`src/rtl/scic_pkg.sv`:
```
// Shared encodings for the SCIC accumulator CPU: opcodes, FSM states, memory-op decode.
// Latency: n/a (types and a pure function only).
// Backpressure: n/a.
package scic_pkg;

    typedef enum logic [3:0] {
        OP_NOP  = 4'h0,
        OP_ADD  = 4'h1,
        OP_SHL  = 4'h2,
        OP_SHR  = 4'h3,
        OP_LDI  = 4'h4,
        OP_LD   = 4'h5,
        OP_OR   = 4'h6,
        OP_ST   = 4'h7,
        OP_JMP  = 4'h8,
        OP_AND  = 4'h9,
        OP_SUB  = 4'hA,
        OP_JZ   = 4'hB,
        OP_JN   = 4'hC,
        OP_XOR  = 4'hD,
        OP_JC   = 4'hE,
        OP_HALT = 4'hF
    } op_e;

    typedef enum logic [1:0] {
        ST_FETCH = 2'd0,
        ST_EXEC  = 2'd1,
        ST_MEM   = 2'd2,
        ST_HALT  = 2'd3
    } state_e;

    localparam int OP_W = 4;

    // Ops that need a second memory transaction at the operand address.
    function automatic logic is_mem_op(input op_e op);
        case (op)
            OP_ADD, OP_SHL, OP_SHR, OP_LD, OP_OR,
            OP_ST, OP_AND, OP_SUB, OP_XOR: return 1'b1;
            default:                       return 1'b0;
        endcase
    endfunction

endpackage

```
`src/rtl/scic_alu.sv`:
```
// scic_alu: combinational accumulator datapath (result and carry/borrow out).
// Latency: 0 cycles, purely combinational.
// Backpressure: none; the caller decides when result is committed.
module scic_alu
    import scic_pkg::*;
#(
    parameter int DATA_W = 32
) (
    input  logic [OP_W-1:0]   opcode,
    input  logic [DATA_W-1:0] ac,
    input  logic [DATA_W-1:0] m,
    output logic [DATA_W-1:0] result,
    output logic              carry
);

    logic [DATA_W:0] sum;

    always_comb begin
        result = ac;
        carry  = 1'b0;
        sum    = '0;
        case (op_e'(opcode))
            OP_ADD: begin
                sum    = {1'b0, ac} + {1'b0, m};
                result = sum[DATA_W-1:0];
                carry  = sum[DATA_W];
            end
            OP_SUB: begin
                // Top bit of the widened difference is the borrow (m > ac unsigned).
                sum    = {1'b0, ac} - {1'b0, m};
                result = sum[DATA_W-1:0];
                carry  = sum[DATA_W];
            end
            // Full-width shift amount: anything >= DATA_W shifts everything out.
            OP_SHL:  result = ac << m;
            OP_SHR:  result = ac >> m;
            OP_LD:   result = m;
            OP_OR:   result = ac | m;
            OP_AND:  result = ac & m;
            OP_XOR:  result = ac ^ m;
            default: result = ac;
        endcase
    end

endmodule

```
`src/rtl/scic_cpu_p.sv`:
```
// scic_cpu_p: parametrised SCIC accumulator CPU (FETCH/EXEC/MEM/HALT FSM, req/ack memory port).
// Latency: register op 2 cycles, memory op 3 cycles, +1 per cycle mem_ack is withheld.
// Backpressure: req/we/addr/wdata held until mem_ack; SCIC_CARRY_EN adds a carry flag and JC.
module scic_cpu_p
    import scic_pkg::*;
#(
    parameter int                DATA_W   = 32,
    parameter int                ADDR_W   = 16,
    parameter logic [ADDR_W-1:0] RESET_PC = '0
) (
    input  logic              clock,
    input  logic              reset,
    output logic              mem_req,
    output logic              mem_we,
    output logic [ADDR_W-1:0] mem_addr,
    output logic [DATA_W-1:0] mem_wdata,
    input  logic              mem_ack,
    input  logic [DATA_W-1:0] mem_rdata,
    output logic [ADDR_W-1:0] pc,
    output logic [DATA_W-1:0] ir,
    output logic [DATA_W-1:0] ac,
    output logic              halted
);

    state_e            state_q, state_d;
    logic [ADDR_W-1:0] pc_q, pc_d;
    logic [DATA_W-1:0] ir_q, ir_d;
    logic [DATA_W-1:0] ac_q, ac_d;
    logic [DATA_W-1:0] alu_result;
    logic              alu_carry;
    op_e               opcode;
    logic [ADDR_W-1:0] operand;

    assign opcode  = op_e'(ir_q[DATA_W-1 -: OP_W]);
    assign operand = ir_q[ADDR_W-1:0];

    scic_alu #(.DATA_W(DATA_W)) u_alu (
        .opcode (ir_q[DATA_W-1 -: OP_W]),
        .ac     (ac_q),
        .m      (mem_rdata),
        .result (alu_result),
        .carry  (alu_carry)
    );

`ifdef SCIC_CARRY_EN
    logic c_q, c_d;
`else
    logic unused_carry;
    assign unused_carry = alu_carry;
`endif

    always_comb begin
        state_d = state_q;
        pc_d    = pc_q;
        ir_d    = ir_q;
        ac_d    = ac_q;
`ifdef SCIC_CARRY_EN
        c_d     = c_q;
`endif
        mem_req  = 1'b0;
        mem_we   = 1'b0;
        mem_addr = pc_q;
        case (state_q)
            ST_FETCH: begin
                // Reset gates the request so an abandoned transaction is never re-driven.
                mem_req = !reset;
                if (mem_ack) begin
                    ir_d    = mem_rdata;
                    pc_d    = pc_q + 1'b1;
                    state_d = ST_EXEC;
                end
            end
            ST_EXEC: begin
                if (is_mem_op(opcode)) begin
                    state_d = ST_MEM;
                end else begin
                    state_d = ST_FETCH;
                    case (opcode)
                        OP_LDI:  ac_d = DATA_W'(operand);
                        OP_JMP:  pc_d = operand;
                        OP_JZ:   if (ac_q == '0) pc_d = operand;
                        OP_JN:   if (ac_q[DATA_W-1]) pc_d = operand;
`ifdef SCIC_CARRY_EN
                        OP_JC:   if (c_q) pc_d = operand;
`endif
                        OP_HALT: state_d = ST_HALT;
                        default: ;
                    endcase
                end
            end
            ST_MEM: begin
                mem_req  = !reset;
                mem_we   = !reset && (opcode == OP_ST);
                mem_addr = operand;
                if (mem_ack) begin
                    if (opcode != OP_ST) ac_d = alu_result;
`ifdef SCIC_CARRY_EN
                    if (opcode == OP_ADD || opcode == OP_SUB) c_d = alu_carry;
`endif
                    state_d = ST_FETCH;
                end
            end
            default: ;
        endcase
    end

    always_ff @(posedge clock) begin
        if (reset) begin
            state_q <= ST_FETCH;
            pc_q    <= RESET_PC;
            ir_q    <= '0;
            ac_q    <= '0;
        end else begin
            state_q <= state_d;
            pc_q    <= pc_d;
            ir_q    <= ir_d;
            ac_q    <= ac_d;
        end
    end

`ifdef SCIC_CARRY_EN
    always_ff @(posedge clock) begin
        if (reset) c_q <= 1'b0;
        else       c_q <= c_d;
    end
`endif

    assign mem_wdata = ac_q;
    assign pc        = pc_q;
    assign ir        = ir_q;
    assign ac        = ac_q;
    assign halted    = (state_q == ST_HALT);

endmodule
```
`config.mk`:
```
export PLATFORM = sky130hd
export DESIGN_NAME = scic_cpu_p
export DESIGN_NICKNAME = d
export VERILOG_FILES = /design/src/rtl/scic_pkg.sv /design/src/rtl/scic_alu.sv /design/src/rtl/scic_cpu_p.sv
export SDC_FILE = /design/constraint.sdc
export NUM_CORES = 1
export LEC_CHECK = 0
export BUFFER_PORTS_ARGS = -buffer_cell sky130_fd_sc_hd__buf_2
export CORE_MARGIN = 3
export CORE_UTILIZATION = 30
export CTS_BUF_LIST = sky130_fd_sc_hd__clkbuf_4 sky130_fd_sc_hd__clkbuf_8 sky130_fd_sc_hd__clkbuf_16
export DETAILED_ROUTE_END_ITERATION = 6
export GPL_TIMING_DRIVEN = 1
export PLACE_DENSITY = 0.46
export SETUP_SLACK_MARGIN = 0.4
export SLEW_MARGIN = 20
export SYNTH_ARGS = -nofsm -noshare
export SYNTH_HDL_FRONTEND = slang
export SYNTH_HIERARCHICAL = 1
export SYNTH_SLANG_ARGS = --single-unit
```
`constraint.sdc`:
```
create_clock -name clock -period 5.76 [get_ports clock]
set_input_delay 0 -clock clock [delete_from_list [all_inputs] [get_ports clock]]
set_output_delay 0 -clock clock [all_outputs]
set_load 0.02 [all_outputs]
```
==> flow_metrics.py <==
metrics = {
    "outcome": {
        "status": "finished clean",
    },
    "timing": {
        "rsz0062_at_grt": "false",
        "period_minus_slack_ps": 4590,
        "period_share_pct": 79.7,
        "whs_ps": 44.5,
        "worst_slew_pin_slew_ps": 1020,
        "setup_violations": 0,
        "skew_ps": 15.3,
        "setup_tns_ps": 0,
        "clock.fmax_ghz": 0.218,
        "slew_headroom_pct": 32.2,
        "finalMaxSlewViolations": 0,
        "hold_violations": 0,
    },
    "setup_path": {
        "endpoint_kind": "flop",
        "r2r-start": "ac[0]",
        "crit_path_start_kind": "flop",
        "arrival_ps": 4840,
        "worstRegToRegCells": 15,
        "r2r_slack_ps": 1170,
        "rr_endpoint": "ac[30]",
        "worst-path-max-fanout": 10,
        "setup.worst_path.class": "flop to flop",
        "crit_path_max_incr_delay_ps": 610,
        "crit_chain": "inv_1, ha_1, fa_1, o21bai_1, o2111ai_1, a2111oi_1, o211ai_2, a2111oi_4, o41ai_2, a2111oi_2, or4_1, nand3_1, and2_1, mux2i_1, nor2_1",
        "cpMaxStageDelayCell": "a2111oi_1",
        "worstPathRequired_ps": 6010,
    },
    "layout": {
        "fin_nets": 2091,
        "areaGrowthSynthToFinish_pct": 12.3,
        "n_fill_cell": 4855,
        "postLayoutCoreUtil_pct": 34.2,
        "final-seq-area_mm2": 0.00166,
        "post_route_cells_drive_above_1_share_pct": 16.3,
        "finalInstanceArea_mm2": 0.0152,
        "multi_input_area_mm2": 0.0106,
    },
    "power": {
        "ir_drop_mv": 0.144,
        "p_leak_uw": 0.00601,
        "power_uw": 2300,
        "power_density_mw_per_mm2": 151,
    },
    "hold_path": {
        "hp-start": "mem_rdata[1]",
        "hold-path-cell-count": 3,
        "hold_end": "ir[1]",
        "hp-class": "primary input to flop",
    },
    "clock_network": {
        "numCtsBuffers": 9,
        "clk_pin_slew_ps": 70,
        "h-tree-depth": 3,
        "clockBufferDepth": 2,
        "cts_tree": "done",
        "post_cts_buffers": 0,
        "insertion_delay_ps": 390,
        "ctsHoldBuffers": 28,
        "cts.repair.resized": 0,
        "cts.sinks": 83,
        "cts-root-buf": "clkbuf_16",
    },
    "place": {
        "placed_area_mm2": 0.0146,
        "place.gp.congestion": 0.939,
        "place_hpwl_mm": 46.2,
        "portBuffers": 165,
    },
    "global_routing": {
        "grt_max_degree": 72,
        "antenna_found_initial": 2,
        "grt_pass1_wl_mm": 96.8,
        "track_usage_pct": 26.5,
        "grt_overflow_total": 0,
        "grt_pass1_vias": 14700,
    },
    "floorplan": {
        "coreArea_mm2": 0.0443,
        "initial_core_util_pct": 30.5,
        "num_io_pins": 166,
        "die_y_um": 218,
        "die_area_mm2": 0.0476,
        "die_x_um": 218,
        "rows": 77,
    },
    "yosys": {
        "syn-num-nets": 2031,
        "synthCells": 1876,
        "netlist_area_mm2": 0.0135,
        "yosys_warnings": 6,
        "synth.avg_cell_area_um2": 7.20,
    },
    "routing": {
        "initialDrtViolationCount": 1451,
        "ant_nets": 0,
        "vias": 15500,
        "drc_errors": 0,
        "via_per_inst": 6.13,
        "wirelength_mm": 64.7,
        "wl_per_cell_um": 25.5,
        "dr.pass1.iters": 5,
    },
    "flow_run": {
        "max-cap-violations": 0,
    },
}
[cells in the final DEF, fill, tap and decap left out, types with 9 or more instances in the layout]
cell type,count
o21a_1,14
nor4_1,32
o311ai_0,18
and2_1,26
o2111ai_1,18
mux2i_1,88
buf_2,162
o31ai_1,23
a22oi_1,29
o21bai_1,10
inv_1,96
dlygate4sd3_1,28
a31oi_1,20
nor3_1,50
nand4_1,14
o211ai_1,24
nand3_1,30
a211oi_1,39
mux4_2,28
o21ai_0,101
a21oi_1,154
nor2_1,191
a2111oi_0,13
nor2b_1,13
nand2_1,188
a221oi_1,37
clkbuf_16,9
nand2b_1,17
mux2_2,31
dfxtp_1,83
buf_4,46
ha_1,116
or3_1,11
a21o_1,20
[routing by layer]
metal / part of all wire (%) / up-vias / global-route usage (%)
met5: 0.042 / - / 0
met4: 2.8 / 4 / 9.37
met3: 7.1 / 98 / 4.07
met2: 45 / 697 / 41.1
met1: 46 / 7623 / 37.3
li1: - / 7112 / -
[power by group]
part	switching [uW]	internal [uW]	total [uW]	leakage (uW)
registers	66.0	604	670	0.000677
clock network	294	375	668	0.000159
logic	637	320	957	0.00517
total	996	1300	2300	0.00601
[per-stage QoR]
stage                     cells  setup WS, ps
after floorplan            1876          1620
after global placement     2489          1310
after CTS                  2533          1200
after global routing       2533           803
after detailed placement   2489          1230
final                      2534          1170
[critical path: cells and delay by family (launching register included)]
| kind | cells | cell delay, ps |
|---|---|---|
| simple gates | 4 | 450 |
| buf+inv | 1 | 150 |
| fa+ha+maj | 2 | 680 |
| mux | 1 | 130 |
| flops | 1 | 510 |
| compound gates | 7 | 2530 |
[flip-flops by register name, indices dropped and copies added (netlist names), named ones only]
signal / cells
ac: 32
state_q: 2
pc: 16
ir: 32
[worst max-delay path by stage]
stage | slack [ps] | endpoint | from
final | 1170 | ac[30] | ac[0]
after global routing | 800 | ac[30] | ac[0]
after CTS | 1200 | ac[30] | ac[0]
after detailed placement | 1230 | ac[30] | ac[0]
after global placement | 1310 | ac[30] | ac[0]
after floorplan | 1620 | ac[30] | mem_rdata[2]
[layout make-up]
| cell class | instances | share of cell area, % |
|---|---|---|
| flip-flops and latches | 83 | 10.9 |
| well taps | 592 | 4.88 |
| diodes | 1 | 0.0165 |
| inverters | 97 | 2.40 |
| clock inverters | 4 | 0.371 |
| clock buffers | 12 | 1.76 |
| multi-input cells | 1509 | 70.2 |
| repair buffers | 236 | 9.46 |
Power figures use the tool's default switching activity.
